--- config.mk ---
export PLATFORM = sky130hd
export DESIGN_NAME = fetch_unit
export DESIGN_NICKNAME = d
export VERILOG_FILES = /design/src/rtl/fetch_unit.sv
export SDC_FILE = /design/constraint.sdc
export NUM_CORES = 1
export LEC_CHECK = 0
export ABC_AREA = 1
export BUFFER_PORTS_ARGS = -buffer_cell sky130_fd_sc_hd__buf_4
export CORE_ASPECT_RATIO = 0.7
export CORE_MARGIN = 1.5
export CORE_UTILIZATION = 23
export DETAILED_ROUTE_END_ITERATION = 16
export GPL_TIMING_DRIVEN = 1
export HOLD_SLACK_MARGIN = 0.05
export PLACE_DENSITY_LB_ADDON = 0.25
export SYNTH_ARGS = -nofsm -noshare
export SYNTH_HDL_FRONTEND = slang
export SYNTH_SLANG_ARGS = --single-unit
export TNS_END_PERCENT = 10
--- constraint.sdc ---
create_clock -name clk -period 2.2 [get_ports clk]
set_input_delay 0.11 -clock clk [delete_from_list [all_inputs] [get_ports clk]]
set_output_delay 0.11 -clock clk [all_outputs]
set_load 0.05 [all_outputs]
--- src/rtl/fetch_unit.sv ---
// rtl/fetch_unit.sv - instruction fetch stage with PC, valid/ready ibus and IF/ID register
// Optional stall-cycle counter enabled by defining FETCH_PERF_EN.
module fetch_unit #(
    parameter logic [63:0] RESET_PC = 64'h8000_0000
) (
    input  logic        clk,
    input  logic        rst,
    input  logic [5:0]  stall_i,
    input  logic        flush_i,
    input  logic [63:0] redirect_pc_i,
    output logic        ibus_valid_o,
    output logic [63:0] ibus_addr_o,
    input  logic        ibus_ready_i,
    input  logic [31:0] ibus_data_i,
    output logic        stall_req_o,
    output logic        ifid_valid_o,
    output logic [63:0] ifid_pc_o,
    output logic [31:0] ifid_instr_o,
    output logic [63:0] perf_if_stall_o
);
    typedef enum logic [1:0] {S_RESET, S_FETCH, S_HOLD, S_DRAIN} state_t;

    state_t      state;
    logic [63:0] pc;
    logic [63:0] req_addr;
    logic [31:0] buf_data;

    logic        hold;
    logic [63:0] redir;
    logic [63:0] pc_inc;
    logic        unused_bits;

    assign hold        = stall_i[0] | stall_i[1];
    assign redir       = {redirect_pc_i[63:2], 2'b00};
    assign pc_inc      = pc + 64'd4;
    assign unused_bits = ^{stall_i[5:2], redirect_pc_i[1:0]};

    // Bus outputs come only from state and ibus_ready_i, never from stall_i/flush_i.
    assign ibus_valid_o = (state == S_FETCH) || (state == S_DRAIN);
    assign ibus_addr_o  = req_addr;
    assign stall_req_o  = ((state == S_FETCH) && !ibus_ready_i) || (state == S_DRAIN);

    always_ff @(posedge clk or negedge rst) begin
        if (!rst) begin
            state        <= S_RESET;
            pc           <= RESET_PC;
            req_addr     <= 64'd0;
            buf_data     <= 32'd0;
            ifid_valid_o <= 1'b0;
            ifid_pc_o    <= 64'd0;
            ifid_instr_o <= 32'd0;
        end else begin
            case (state)
                S_RESET: begin
                    state    <= S_FETCH;
                    pc       <= flush_i ? redir : pc;
                    req_addr <= flush_i ? redir : pc;
                end
                S_FETCH: begin
                    if (ibus_ready_i) begin
                        if (flush_i) begin
                            pc       <= redir;
                            req_addr <= redir;
                        end else if (!hold) begin
                            pc       <= pc_inc;
                            req_addr <= pc_inc;
                        end else begin
                            buf_data <= ibus_data_i;
                            state    <= S_HOLD;
                        end
                    end else if (flush_i) begin
                        // Request stays on the bus at the old address until accepted.
                        pc    <= redir;
                        state <= S_DRAIN;
                    end
                end
                S_HOLD: begin
                    if (flush_i) begin
                        pc       <= redir;
                        req_addr <= redir;
                        state    <= S_FETCH;
                    end else if (!hold) begin
                        pc       <= pc_inc;
                        req_addr <= pc_inc;
                        state    <= S_FETCH;
                    end
                end
                S_DRAIN: begin
                    if (flush_i) begin
                        pc <= redir;
                    end
                    if (ibus_ready_i) begin
                        req_addr <= flush_i ? redir : pc;
                        state    <= S_FETCH;
                    end
                end
                default: state <= S_RESET;
            endcase

            if (flush_i) begin
                ifid_valid_o <= 1'b0;
            end else if (!hold) begin
                if (state == S_FETCH && ibus_ready_i) begin
                    ifid_valid_o <= 1'b1;
                    ifid_pc_o    <= pc;
                    ifid_instr_o <= ibus_data_i;
                end else if (state == S_HOLD) begin
                    ifid_valid_o <= 1'b1;
                    ifid_pc_o    <= pc;
                    ifid_instr_o <= buf_data;
                end else begin
                    ifid_valid_o <= 1'b0;
                end
            end
        end
    end

`ifdef FETCH_PERF_EN
    logic [63:0] perf_cnt;

    always_ff @(posedge clk or negedge rst) begin
        if (!rst) begin
            perf_cnt <= 64'd0;
        end else if (stall_req_o) begin
            perf_cnt <= perf_cnt + 64'd1;
        end
    end

    assign perf_if_stall_o = perf_cnt;
`else
    assign perf_if_stall_o = 64'd0;
`endif
endmodule
# == Word-level counts from Yosys, hierarchy flattened ==
# Index checks and enable logic that the tools add are counted.
# word_totals
ff_bits,259
out_inout_bits,227
wordCells,59
# classes
addsub,1
eq_ne,10
n_mux,26
bitwise,3
n_reduce_logical,12
# ops
op,n
2-to-1 mux 64 bit,10
one-hot mux 64 bit (4 select lines),1
one-hot mux 64 bit (3 select lines),1
"adder 64 x 3 -> 64 bit, second input constant",1
2-to-1 mux 32 bit,2
2-to-1 mux 2 bit,7
"inequality test 3 bit, second input constant",4
one-hot mux 2 bit (4 select lines),1
"inequality test 2 bit, second input constant",3
AND reduction 5 bit,1
"equality test 2 bit, second input constant",2
2-to-1 mux 1 bit,4
AND reduction 4 bit,1
AND reduction 3 bit,1
"equality test 2 x 1 -> 1 bit, second input constant",1
logical AND 1 bit,2
zero test 2 bit,1
logical OR 1 bit,2
inverter 1 bit,2
AND reduction 2 bit,1
nonzero test 2 bit,1
OR reduction 2 bit,1
zero test 1 bit,1
OR 1 bit,1

# == Depth between registers and ports, before layout ==
# depth
word_depth,5
mapped_depth,14
ltp_nobuf,13

# == Worst setup path before layout ==
# No wires, ideal clock.
# synth_timing
path_kind,register to register
start,register state[0]
end,"register req_addr[42], in the netlist ibus_addr_o[42]"
setup_ns,0.131
arrival_ns,1.743
required_ns,2.069
path_slack_ns,0.327
stages_incl_launch_ff,12
path_buffers,3
period_less_slack_ns,1.873
path_cell_list,dfrtp_1 -> inv_1 -> ha_1 -> buf_2 -> nor2_8 -> inv_2 -> o21ai_4 -> inv_2 -> buf_2 -> buf_2 -> nor2_1 -> a21oi_1
# synth_via
elab_chain_cells,3
elab_cells_between_ends,8
# synth_rtl
element,line,rtl
from (decl),23,state_t state;
from (signal assigned),45,state <= S_RESET;
from (signal assigned),55,state <= S_FETCH;
from (signal assigned),69,state <= S_HOLD;
equality test 2 x 1 -> 1 bit / equality test 2 bit (equally long branches),53,case (state)
inequality test 2 bit (no line),-,
AND reduction 2 bit (no line),-,
to (signal assigned),57,req_addr <= flush_i ? redir : pc;
to (signal assigned),63,req_addr <= redir;
to (signal assigned),66,req_addr <= pc_inc;
to (decl),25,logic [63:0] req_addr;
# Several ways; a longest one is shown, not always the timed one.
# A chain may end at the register's enable or synchronous reset.

# == Worst setup path in the final report ==
# layout_timing
start,register pc[2]
end,register pc[56]
# layout_via
elab_chain_cells,5
# layout_rtl
element,line,rtl
from (decl),24,logic [63:0] pc;
from (signal assigned),56,pc <= flush_i ? redir : pc;
from (signal assigned),62,pc <= redir;
from (signal assigned),65,pc <= pc_inc;
adder 64 x 3 -> 64 bit (*),35,assign pc_inc = pc + 64'd4;
2-to-1 mux 64 bit (*),"64, 82",
2-to-1 mux 64 bit (*),78,if (flush_i) begin
2-to-1 mux 64 bit,60,if (ibus_ready_i) begin
one-hot mux 64 bit (3 select lines) (*),53,
# Mark *: on every way between the ends. The rest lies on a longest branch, timed or not.

==> run metrics <==
status complete, no violations; crit-path cells ha_1 -> buf_4 -> nand3_1 -> nor2_2 -> nand3_2 -> nor2_4 -> nand4_1 -> nand3_1 -> nand2_1 -> nand2_1 -> nand2_1; total power draw 31.68 mW; Worst-path clk slew 0.07 ns; first-pass GRT wire length 92360 um; pin count of the biggest net entering global routing 103; Startpoint Class flip-flop; CP max stage cell dfrtp_1; CTS buffer count 30; flop2flop setup slack 0.10 ns; asr flop ratio synth 100.0%; DRT iter0 DRCs 1257; Power per Cell Area 1575 nW/um^2; post-layout minimum cycle time 2.095 ns; max-capacitance violation count 0; vias in the first global route 14710; Synth Instances 2005; Residual DRC 0; Yosys reg bits 259; Slew @ Worst Pin 0.7570 ns; via/cell ratio 4.690; placed cells 3072; Max Freq 477.3 MHz; total gr overflow 0; share of cells above drive strength 1 19.78%; Die Area 65880 um^2; Initial Utilization 23.34%; Post-synth EDFFs 0; final period utilization 95.23%; via count 15150; worst hold slack 0.08742 ns; CP Buf/Inv Count 1; Die Wd 306.1 um; fin. max-slew vios 0; Syn Std Cell Area 14800 um^2; final setup fails 0; RePlAce Congestion 0.9117; CP peak stage delay 0.41 ns; post-synthesis sequential area ratio 43.81%; I/O pin cnt 333; clk sinks 259; latest clock arrival within the worst-skew pair 0.62 ns; Lkg Pwr 9.476 nW; dominant synthesized flop cell dfrtp_1; root buffer cell clkbuf_16; fill cell count 6813; Layout area overhead 35.97%; worst setup margin 0.1050 ns; Routed Wire Length 61600 um; worst vdd ir 0.9660 mV; Slew headroom 49.54%; Setup Skew 0.03696 ns; critical path's top delay family simple AND/OR/NAND/NOR gates; Max clock buf depth 3; Non-Filler Instances 3231; final hold violation count 0; CP Data Required Time 2.70 ns; HP Class in -> async; Final nets 2490; DRT Pass-1 Iters 5; Yosys warning count 0; gr usage total 18.22%; RSZ-0062 raised after global routing true; pre-CTS setup slack 0.06797 ns; crit-path max FO 5; syn_area_per_cell 7.379 um^2; placeable core region 63390 um^2; kind of critical path reg -> reg; DP HPWL 42930 um; port buffer count 262; die height 215.2 um; WL per Instance 19.07 um; diode count 0; initial antenna violation count 0; Synth cell types 37; Crit path top cell by count nand2_1; CTS tree yes; CP Capture Type flip-flop; Clock H-tree levels 1; Routed Antenna Nets 0; WP data arrival 2.60 ns; site row count 77
-- cells in the final DEF (no fill, tap or decap), drive strengths merged, types with 6 or more instances in the layout --
cell,instances
nand2,680
buf,350
dfrtp,258
nor2,228
o21ai,171
inv,143
dlygate4sd3,98
a21oi,94
conb,64
nand3,62
a311oi,53
a31oi,49
clkbuf,42
mux2,32
xor2,30
nand4,11
clkinv,9
o22ai,6
-- report_power, final --
group	switching [mW]	total, mW	internal [mW]	leakage, nW
registers	1.81	8.80	6.99	3.21
logic	12.3	17.4	5.16	5.76
clock network	2.30	5.45	3.15	0.509
-- logic make-up (layout without fill, tap and decap cells) --
group | count (synthesis) | after routing | share of synthesized area, %
fa+ha+maj | 4 | 4 | 0.3383
simple gates | 984 | 984 | 26.54
other cells | 1 | 64 | 0.02535
xor+xnor | 30 | 30 | 1.776
mux | 32 | 32 | 2.435
compound gates | 382 | 382 | 15.04
buf+inv | 313 | 647 | 10.04
flops | 259 | 259 | 43.81
-- flip-flops by register name, indices dropped and copies added (netlist names) --
signal	flops
buf_data	32
ibus_addr_o	64
state	2
ifid_valid_o	1
ifid_pc_o	64
pc	64
ifid_instr_o	32
-- path summary, 6_finish.rpt --
path	cells past startpoint	start	to
worst max register to register	11	pc[2]	pc[56]
min in group clk	5	redirect_pc_i[35]	pc[35]
worst min register to register	2	ifid_pc_o[20]	ifid_pc_o[20]
worst max-delay path	11	pc[2]	pc[56]
worst min-delay path	2	rst	ibus_addr_o[29]
max in group asynchronous	3	rst	ifid_pc_o[22]
-- final cells by class --
cell class | instances | area, um^2 | area share, %
sequential | 259 | 6482 | 32.22
multi-input combinational | 1496 | 7132 | 35.45
inverter | 144 | 544.3 | 2.706
clock buffer | 41 | 842.1 | 4.186
timing repair buffer | 449 | 3879 | 19.28
clock inverter | 13 | 200.2 | 0.9951
tap | 829 | 1037 | 5.156
-- worst reg2reg max path: stages, from the launching register on --
cell	delay [ns]
dfrtp_1	0.41
ha_1	0.23
buf_4	0.13
nand3_1	0.10
nor2_2	0.21
nand3_2	0.20
nor2_4	0.26
nand4_1	0.17
nand3_1	0.13
nand2_1	0.06
nand2_1	0.05
nand2_1	0.06
-- per-layer routing --
| metal | routed length (um) | part of all wire (%) | track usage, % |
|---|---|---|---|
| met5 | 0 | 0 | 0 |
| met4 | 976 | 1.6 | 3.317 |
| met3 | 4628 | 7.5 | 3.738 |
| met2 | 27080 | 44 | 28.20 |
| met1 | 28910 | 47 | 26.26 |
-- Yosys cell counts, types with 4 or more instances --
library cell | number | share of area, %
nand2_1 | 674 | 17
dfrtp_1 | 258 | 44
nor2_1 | 213 | 5.4
o21ai_0 | 150 | 5.1
inv_1 | 135 | 3.4
a21oi_1 | 93 | 3.1
buf_4 | 69 | 3.5
nand3_1 | 60 | 2.0
clkbuf_1 | 54 | 1.4
a311oi_1 | 53 | 3.1
a31oi_1 | 49 | 2.1
buf_2 | 41 | 1.4
xor2_1 | 30 | 1.8
mux2_2 | 29 | 2.2
o21ai_1 | 20 | 0.68
nand4_1 | 11 | 0.47
inv_2 | 8 | 0.20
nor2_2 | 8 | 0.34
nand2_2 | 6 | 0.25
o22ai_1 | 6 | 0.25
buf_1 | 5 | 0.13
nor2_4 | 5 | 0.38
ha_1 | 4 | 0.34
o22a_1 | 4 | 0.24
-- through the flow --
step | utilization [%] | TNS (ns) | instance area [um^2]
2_1_floorplan | - | 0 | 15030
3_3_place_gp | 28.36 | 0 | 17980
3_5_place_dp | 28.36 | 0 | 17980
4_1_cts | 31.56 | 0 | 20000
5_1_grt | 31.73 | -0.01611 | 20120
6_report | 31.73 | 0 | 20120
-- repair_timing --
item,4_1_cts,5_1_grt
resized for setup,1,11
gates cloned,0,1
pin swaps,0,2
setup endpoints to repair,1,69
hold buffers,98,0
hold endpoints to repair,444,0
buffers inserted,0,6
No activity file was read; power rests on OpenSTA's default activity.
